**config.mk**
```make
export PLATFORM = sky130hd
export DESIGN_NAME = matrix_loader
export DESIGN_NICKNAME = d
export VERILOG_FILES = /design/src/rtl/matrix_pkg.sv /design/src/rtl/matrix_loader.sv
export SDC_FILE = /design/constraint.sdc
export NUM_CORES = 1
export LEC_CHECK = 0
export ABC_AREA = 1
export BUFFER_PORTS_ARGS = -buffer_cell sky130_fd_sc_hd__buf_2
export CORE_MARGIN = 3
export CORE_UTILIZATION = 53
export DETAILED_ROUTE_END_ITERATION = 16
export PLACE_DENSITY = 0.85
export RECOVER_POWER = 100
export SETUP_SLACK_MARGIN = 0.2
export SYNTH_ARGS = -nofsm -noshare
export SYNTH_HDL_FRONTEND = slang
export SYNTH_SLANG_ARGS = --single-unit
```
**constraint.sdc**
```tcl
create_clock -name clk -period 1.8 [get_ports clk]
set_input_delay 0.18 -clock clk [delete_from_list [all_inputs] [get_ports clk]]
set_output_delay 0.18 -clock clk [all_outputs]
set_load 0.005 [all_outputs]
```
**src/rtl/matrix_pkg.sv**
```systemverilog
// Shared definitions for the matrix operand path: sizes, beat counts and
// the loader state encoding decoded by the controller and display.
package matrix_pkg;

   localparam int DATA_W  = 8;
   localparam int A_DIM   = 4;
   localparam int B_DIM   = 3;
   localparam int A_BEATS = A_DIM * A_DIM;
   localparam int B_BEATS = B_DIM * B_DIM;

   typedef enum logic [2:0] {
      ST_IDLE   = 3'd0,
      ST_LOAD_A = 3'd1,
      ST_LOAD_B = 3'd2,
      ST_ARM    = 3'd3,
      ST_HOLD   = 3'd4,
      ST_CHK    = 3'd5
   } loader_state_e;

   function automatic logic state_ready(input loader_state_e s);
      logic r;
      r = 1'b0;
      unique case (s)
         ST_IDLE, ST_LOAD_A, ST_LOAD_B, ST_CHK: r = 1'b1;
         default:                               r = 1'b0;
      endcase
      return r;
   endfunction

endpackage

```
**src/rtl/matrix_loader.sv**
```systemverilog
// Byte-serial A/B operand loader; pulses run_o once a full frame is stored.
// Optional trailing XOR checksum byte enabled by LOADER_CHECKSUM_EN.
module matrix_loader #(
   parameter int DATA_W = matrix_pkg::DATA_W,
   parameter int A_DIM  = matrix_pkg::A_DIM,
   parameter int B_DIM  = matrix_pkg::B_DIM
) (
   input  logic                            clk,
   input  logic                            reset,
   input  logic [DATA_W-1:0]               data_i,
   input  logic                            valid_i,
   output logic                            ready_o,
   input  logic                            done_i,
   output logic [A_DIM*A_DIM*DATA_W-1:0]   a_mat_o,
   output logic [B_DIM*B_DIM*DATA_W-1:0]   b_mat_o,
   output logic                            run_o,
   output logic                            busy_o,
   output logic [2:0]                      state_o,
   output logic                            err_o
);

   import matrix_pkg::*;

   localparam int A_N   = A_DIM * A_DIM;
   localparam int B_N   = B_DIM * B_DIM;
   localparam int MAX_N = (A_N > B_N) ? A_N : B_N;
   localparam int CNT_W = (MAX_N > 1) ? $clog2(MAX_N) : 1;

   loader_state_e       state_q, state_d;
   logic [CNT_W-1:0]    cnt_q, cnt_d;
   logic [CNT_W-1:0]    wr_idx;
   logic [DATA_W-1:0]   chk_q, chk_d;
   logic                err_q, err_d;
   logic                ready_q, run_q, busy_q;
   logic                a_we, b_we;
   logic                beat;
   logic [DATA_W-1:0]   a_q [A_N];
   logic [DATA_W-1:0]   b_q [B_N];

   assign beat = valid_i & ready_q;

   always_comb begin
      state_d = state_q;
      cnt_d   = cnt_q;
      chk_d   = chk_q;
      err_d   = err_q;
      a_we    = 1'b0;
      b_we    = 1'b0;
      wr_idx  = cnt_q;
      unique case (state_q)
         ST_IDLE: begin
            if (beat) begin
               a_we    = 1'b1;
               wr_idx  = '0;
               cnt_d   = CNT_W'(1);
               chk_d   = data_i;
               state_d = ST_LOAD_A;
            end
         end
         ST_LOAD_A: begin
            if (beat) begin
               a_we  = 1'b1;
               chk_d = chk_q ^ data_i;
               if (cnt_q == CNT_W'(A_N - 1)) begin
                  cnt_d   = '0;
                  state_d = ST_LOAD_B;
               end else begin
                  cnt_d = cnt_q + CNT_W'(1);
               end
            end
         end
         ST_LOAD_B: begin
            if (beat) begin
               b_we  = 1'b1;
               chk_d = chk_q ^ data_i;
               if (cnt_q == CNT_W'(B_N - 1)) begin
                  cnt_d = '0;
`ifdef LOADER_CHECKSUM_EN
                  state_d = ST_CHK;
`else
                  state_d = ST_ARM;
`endif
               end else begin
                  cnt_d = cnt_q + CNT_W'(1);
               end
            end
         end
         ST_ARM: begin
            state_d = ST_HOLD;
         end
         ST_HOLD: begin
            if (done_i) begin
               state_d = ST_IDLE;
            end
         end
`ifdef LOADER_CHECKSUM_EN
         ST_CHK: begin
            if (beat) begin
               if (data_i == chk_q) begin
                  state_d = ST_ARM;
               end else begin
                  err_d   = 1'b1;
                  state_d = ST_IDLE;
               end
            end
         end
`endif
         default: begin
            // Illegal encodings drop any partial frame.
            state_d = ST_IDLE;
            cnt_d   = '0;
         end
      endcase
   end

   always_ff @(posedge clk or negedge reset) begin
      if (!reset) begin
         state_q <= ST_IDLE;
         cnt_q   <= '0;
         chk_q   <= '0;
         ready_q <= 1'b0;
         run_q   <= 1'b0;
         busy_q  <= 1'b0;
      end else begin
         state_q <= state_d;
         cnt_q   <= cnt_d;
         chk_q   <= chk_d;
         ready_q <= state_ready(state_d);
         run_q   <= (state_d == ST_ARM);
         busy_q  <= (state_d != ST_IDLE);
      end
   end

   always_ff @(posedge clk or negedge reset) begin
      if (!reset) begin
         for (int i = 0; i < A_N; i++) begin
            a_q[i] <= '0;
         end
      end else if (a_we) begin
         a_q[wr_idx] <= data_i;
      end
   end

   always_ff @(posedge clk or negedge reset) begin
      if (!reset) begin
         for (int i = 0; i < B_N; i++) begin
            b_q[i] <= '0;
         end
      end else if (b_we) begin
         b_q[wr_idx] <= data_i;
      end
   end

`ifdef LOADER_CHECKSUM_EN
   always_ff @(posedge clk or negedge reset) begin
      if (!reset) begin
         err_q <= 1'b0;
      end else begin
         err_q <= err_d;
      end
   end
`else
   assign err_q = 1'b0;
`endif

   for (genvar i = 0; i < A_N; i++) begin : g_apack
      assign a_mat_o[i*DATA_W +: DATA_W] = a_q[i];
   end

   for (genvar i = 0; i < B_N; i++) begin : g_bpack
      assign b_mat_o[i*DATA_W +: DATA_W] = b_q[i];
   end

   assign ready_o = ready_q;
   assign run_o   = run_q;
   assign busy_o  = busy_q;
   assign err_o   = err_q;
   assign state_o = state_q;

endmodule

```
==> results.md <==
CTS:
- In this run the number of H-tree levels came out at 1.
- The clock-pin slew on the worst setup and hold paths is 0.06 ns.
- The clock tree from TritonCTS is built.
- The number of clock sinks is 210.
- TritonCTS created 22 clock buffers.
- Clock latency on the worst-skew pair, taken at its later pin, is approximately 0.50 ns.
- Counting along the longest clock path gives a buffer depth of 3.
- The tree is rooted in a sky130_fd_sc_hd__clkbuf_16.

Pwr:
- The power density normalized to cell area is 1440 nW/um^2.
- Of the total power, the share spent switching nets is 0.357.
- The post-layout total power is 17.3 mW.
- Internal power comes to 11.1 mW.
- In this run the static leakage power is 6.37 nW.
- The combinational cell fraction of total power is 0.338.
- Of the total power, the clock network draws 0.268.
- Of the total power, registers draw 0.394.
- In this run the power spent charging and discharging nets is 6.17 mW.
- The worst-case IR drop observed on VDD is 0.000837 V.

Floorplanning:
- The cell row count is 45.
- The core region is 15500 sq um.
- The horizontal die dimension is 133 um.
- The vertical extent of the die is 133 um.
- The initial standard-cell utilization of the core is 0.554.
- The die area is 17800 sq um.
- roughly 220 I/O pins were placed.

Global route:
- The sum of overflow across all layers after global routing is 0.
- The via count of the first global-routing pass is 7915.
- The overall fraction of global-route tracks in use is 0.297.
- Entering global routing, the biggest net connects 66 pins.
- The first global-routing pass estimated 42500 um of wire.
- The number of antenna violations at the first check in global routing came to 0.

Routing:
- In the routed layout, each cell is associated on average with a via count of 5.75.
- After detailed routing, the average wire length per cell comes to 19.9 um.
- The first routing iteration left just under 700 violations.
- The detail route stage leaves a number of antenna-violating nets equal to 0.
- The post-detailed-route DRC marker count is 0.
- The final routed wirelength across all metal layers is 29100 um.
- The first-pass detailed-route iteration total is 5.
- The routed via count is 8421.

Synthesis:
- The post-synthesis area per instance is between 9 and 10 sq um.
- Yosys printed 0 warnings.
- Synthesis instantiated 26 different standard cells from the library.
- The area of the mapped netlist is 8600 sq um.
- The number of synthesized register bits is 210.
- The flip-flop cell with the highest count after synthesis is sky130_fd_sc_hd__dfrtp_1.
- After synthesis, the cell types taking the most area are sky130_fd_sc_hd__dfrtp_1, sky130_fd_sc_hd__nand2_1, sky130_fd_sc_hd__o21ai_0.
- The commonest cells after synthesis are sky130_fd_sc_hd__nand2_1, sky130_fd_sc_hd__dfrtp_1, sky130_fd_sc_hd__o21ai_0.
- The proportion of netlist area held by the largest area contributor is 0.611.
- The sequential element share of the synthesized area is 0.611.
- The net count after synthesis is 958.
- The share of flip-flops with an asynchronous set or reset after synthesis is 1.00.
- The cell count after synthesis came out at 944.
- The most frequently used cell type in the post-synthesis netlist is sky130_fd_sc_hd__nand2_1.
- The synthesized design spends more area on one cell type than any other, namely sky130_fd_sc_hd__dfrtp_1.
- The number of enable-type register cells in the synthesized netlist is 0.

Finish:
- The repair_antennas step left the layout with diodes totalling 0.
- In the final layout, the share of cells above drive strength 1 is 0.300.
- The layout overhead on the synthesized area is 39.5%.
- The number of nets in the finished design is roughly 1.3k.
- The final non-filler cell total is around 1.5k.
- The filler cell count in the final layout is around 1.1k.
- With fillers left out, the area of the finished cells amounts to about 12000 sq um.

Placed design:
- The placed instances occupy a cell area of 10100 sq um.
- The count of buffers added on input and output ports is 217.
- Once placement completed, the tool counted placed cells totaling 1363.
- The final weighted congestion in routability-driven placement is 0.877.
- Once detailed placement completed, the half-perimeter wirelength came to 16900 um.

Worst setup path:
- STA classifies the critical path startpoint as a register.
- The worst register-to-register path ends at a_mat_o[82].
- The worst endpoint data arrival time is 2.19 ns.
- Together, buffers and inverters on the worst path number 5.
- The kind of cell adding the most delay to the critical path is buffers and inverters.
- The required time of the worst setup path is about 2.2 ns.
- The worst setup path is of the register to register kind.
- The standard cell with the maximum stage delay on the critical path is sky130_fd_sc_hd__dfrtp_1.
- STA classifies the critical path endpoint as a register.
- For flop-to-flop paths, the worst setup slack is -0.01 ns.
- In this design, the critical path's most frequently occurring cell is sky130_fd_sc_hd__buf_6.
- Measured in cells, the most critical reg-to-reg path has a length of 10.
- On the worst path, the slowest cell contributes a delay of 0.41 ns.
- The signal on the critical path passes through inv_2 > nand2_4 > nor2_4 > buf_6 > nand4_4 > buf_6 > buf_12 > buf_16 > o21ai_1 > nand2_2.
- The biggest fanout along the worst timing path is 4.
- The startpoint of the most critical register-to-register path is state_o[2].

Timing:
- The period utilization is 1.01.
- The final number of hold-violating endpoints is 0.
- At the pin with the least slew margin, the transition time is 0.905 ns.
- Setup repair after global routing could not meet its margin everywhere.
- The final worst slack is -0.0137 ns.
- The final number of max-transition violations was 0.
- On the final layout, the worst clock skew is 0.00997 ns.
- The clock period minus worst slack is 1.81 ns.
- In this run the tightest slew margin relative to its limit is 0.396.
- The top achievable clock speed is around 550 MHz.
- The final setup violation count is 2.

Hold path:
- The worst hold path belongs to the class primary input to register.
- The worst hold path was traced through 4 stages.
- The worst hold path begins at done_i.
- For hold timing, the worst endpoint is state_o[2].

Run:
- The count of maximum capacitance violations is 0.

Outcome:
- The checks that failed: setup timing.
- The flow ran to the end, but the final reports show violations.
-- how the worst max path moves through the flow --
stage | startpoint | to | cells past startpoint
global placement | state_o[2] | a_mat_o[96] | 7
floorplan | state_o[2] | a_mat_o[112] | 8
finish | state_o[2] | a_mat_o[82] | 10
CTS | state_o[1] | a_mat_o[9] | 9
global route | state_o[2] | a_mat_o[86] | 10
detailed placement | state_o[2] | a_mat_o[100] | 7
-- registers in the layout, indices dropped and copies added, names as in the netlist --
signal   cells
busy_o       1
state_o      3
b_mat_o     72
run_o        1
a_mat_o    128
cnt_q        4
ready_o      1
-- metrics by stage --
| step | setup TNS (ns) | hold WS [ns] | setup slack, ns | utilization |
|---|---|---|---|---|
| floorplan | 0 | -0.116 | 0.199 | - |
| global placement | 0 | 0.216 | 0.0519 | 0.652 |
| detailed placement | -0.207 | 0.214 | -0.0261 | 0.652 |
| CTS | 0 | 0.0280 | 0.104 | 0.742 |
| global route | -1.98 | 0.0571 | -0.111 | 0.772 |
| finish | -0.0224 | 0.0489 | -0.0137 | 0.772 |
-- cells by family after synthesis --
family / Yosys count / synth area share
fa+ha+maj: 2 / 0.00291
compound gates: 147 / 0.0874
flops: 210 / 0.611
buf+inv: 87 / 0.0435
other cells: 1 / 0.000436
simple gates: 496 / 0.254
xor+xnor: 1 / 0.00102
-- power groups by stage --
| stage | sequential [mW] | combinational, mW | clock [mW] |
|---|---|---|---|
| floorplan | 6.69 | 2.24 | 0 |
| global placement | 6.69 | 4.30 | 0 |
| detailed placement | 6.72 | 4.46 | 0 |
| CTS | 6.71 | 5.24 | 4.65 |
| global route | 6.89 | 6.31 | 4.86 |
| finish | 6.80 | 5.83 | 4.64 |
-- placed cells by master, fill, tap and decap left out, drive strengths merged --
cell / instances
nand4: 44
bufbuf: 1
buf: 219
nor2: 25
a211oi: 1
dfrtp: 210
nand3: 46
xor2: 1
dlygate4sd3: 1
o21ai: 145
conb: 1
clkbuf: 132
bufinv: 2
ha: 2
clkinv: 5
nand2: 384
o21a: 1
inv: 33
-- what timing repair did --
action,in CTS,in global routing
pin swaps,19,53
gates cloned,7,6
gates resized for setup,68,87
setup endpoints to repair,197,203
hold endpoints to repair,59,0
buffers inserted,23,28
hold buffers,1,0
-- tightest hold or removal path, stage by stage --
cell                      delay, ns
sky130_fd_sc_hd__buf_2         0.10
sky130_fd_sc_hd__inv_1         0.05
sky130_fd_sc_hd__o21ai_0       0.10
sky130_fd_sc_hd__inv_1         0.08
-- final cells by class --
cell class                      count  area, sq um  area share
Clock inverter                      7         88.8     0.00740
Timing Repair Buffer              324         2160       0.180
Tap cell                          211          264      0.0220
Inverter                           33          139      0.0116
Sequential cell                   210         5260       0.438
Clock buffer                       29          648      0.0540
Multi-Input combinational cell    650         3440       0.287
-- per-layer routing --
| layer | wire (um) | track usage | vias to the layer above |
|---|---|---|---|
| li1 | - | - | 3699 |
| met1 | 10900 | 0.390 | 4110 |
| met2 | 14500 | 0.492 | 512 |
| met3 | 2810 | 0.0653 | 100 |
| met4 | 925 | 0.104 | 0 |
| met5 | 0 | 0 | - |
Power figures use the tool's default switching activity.
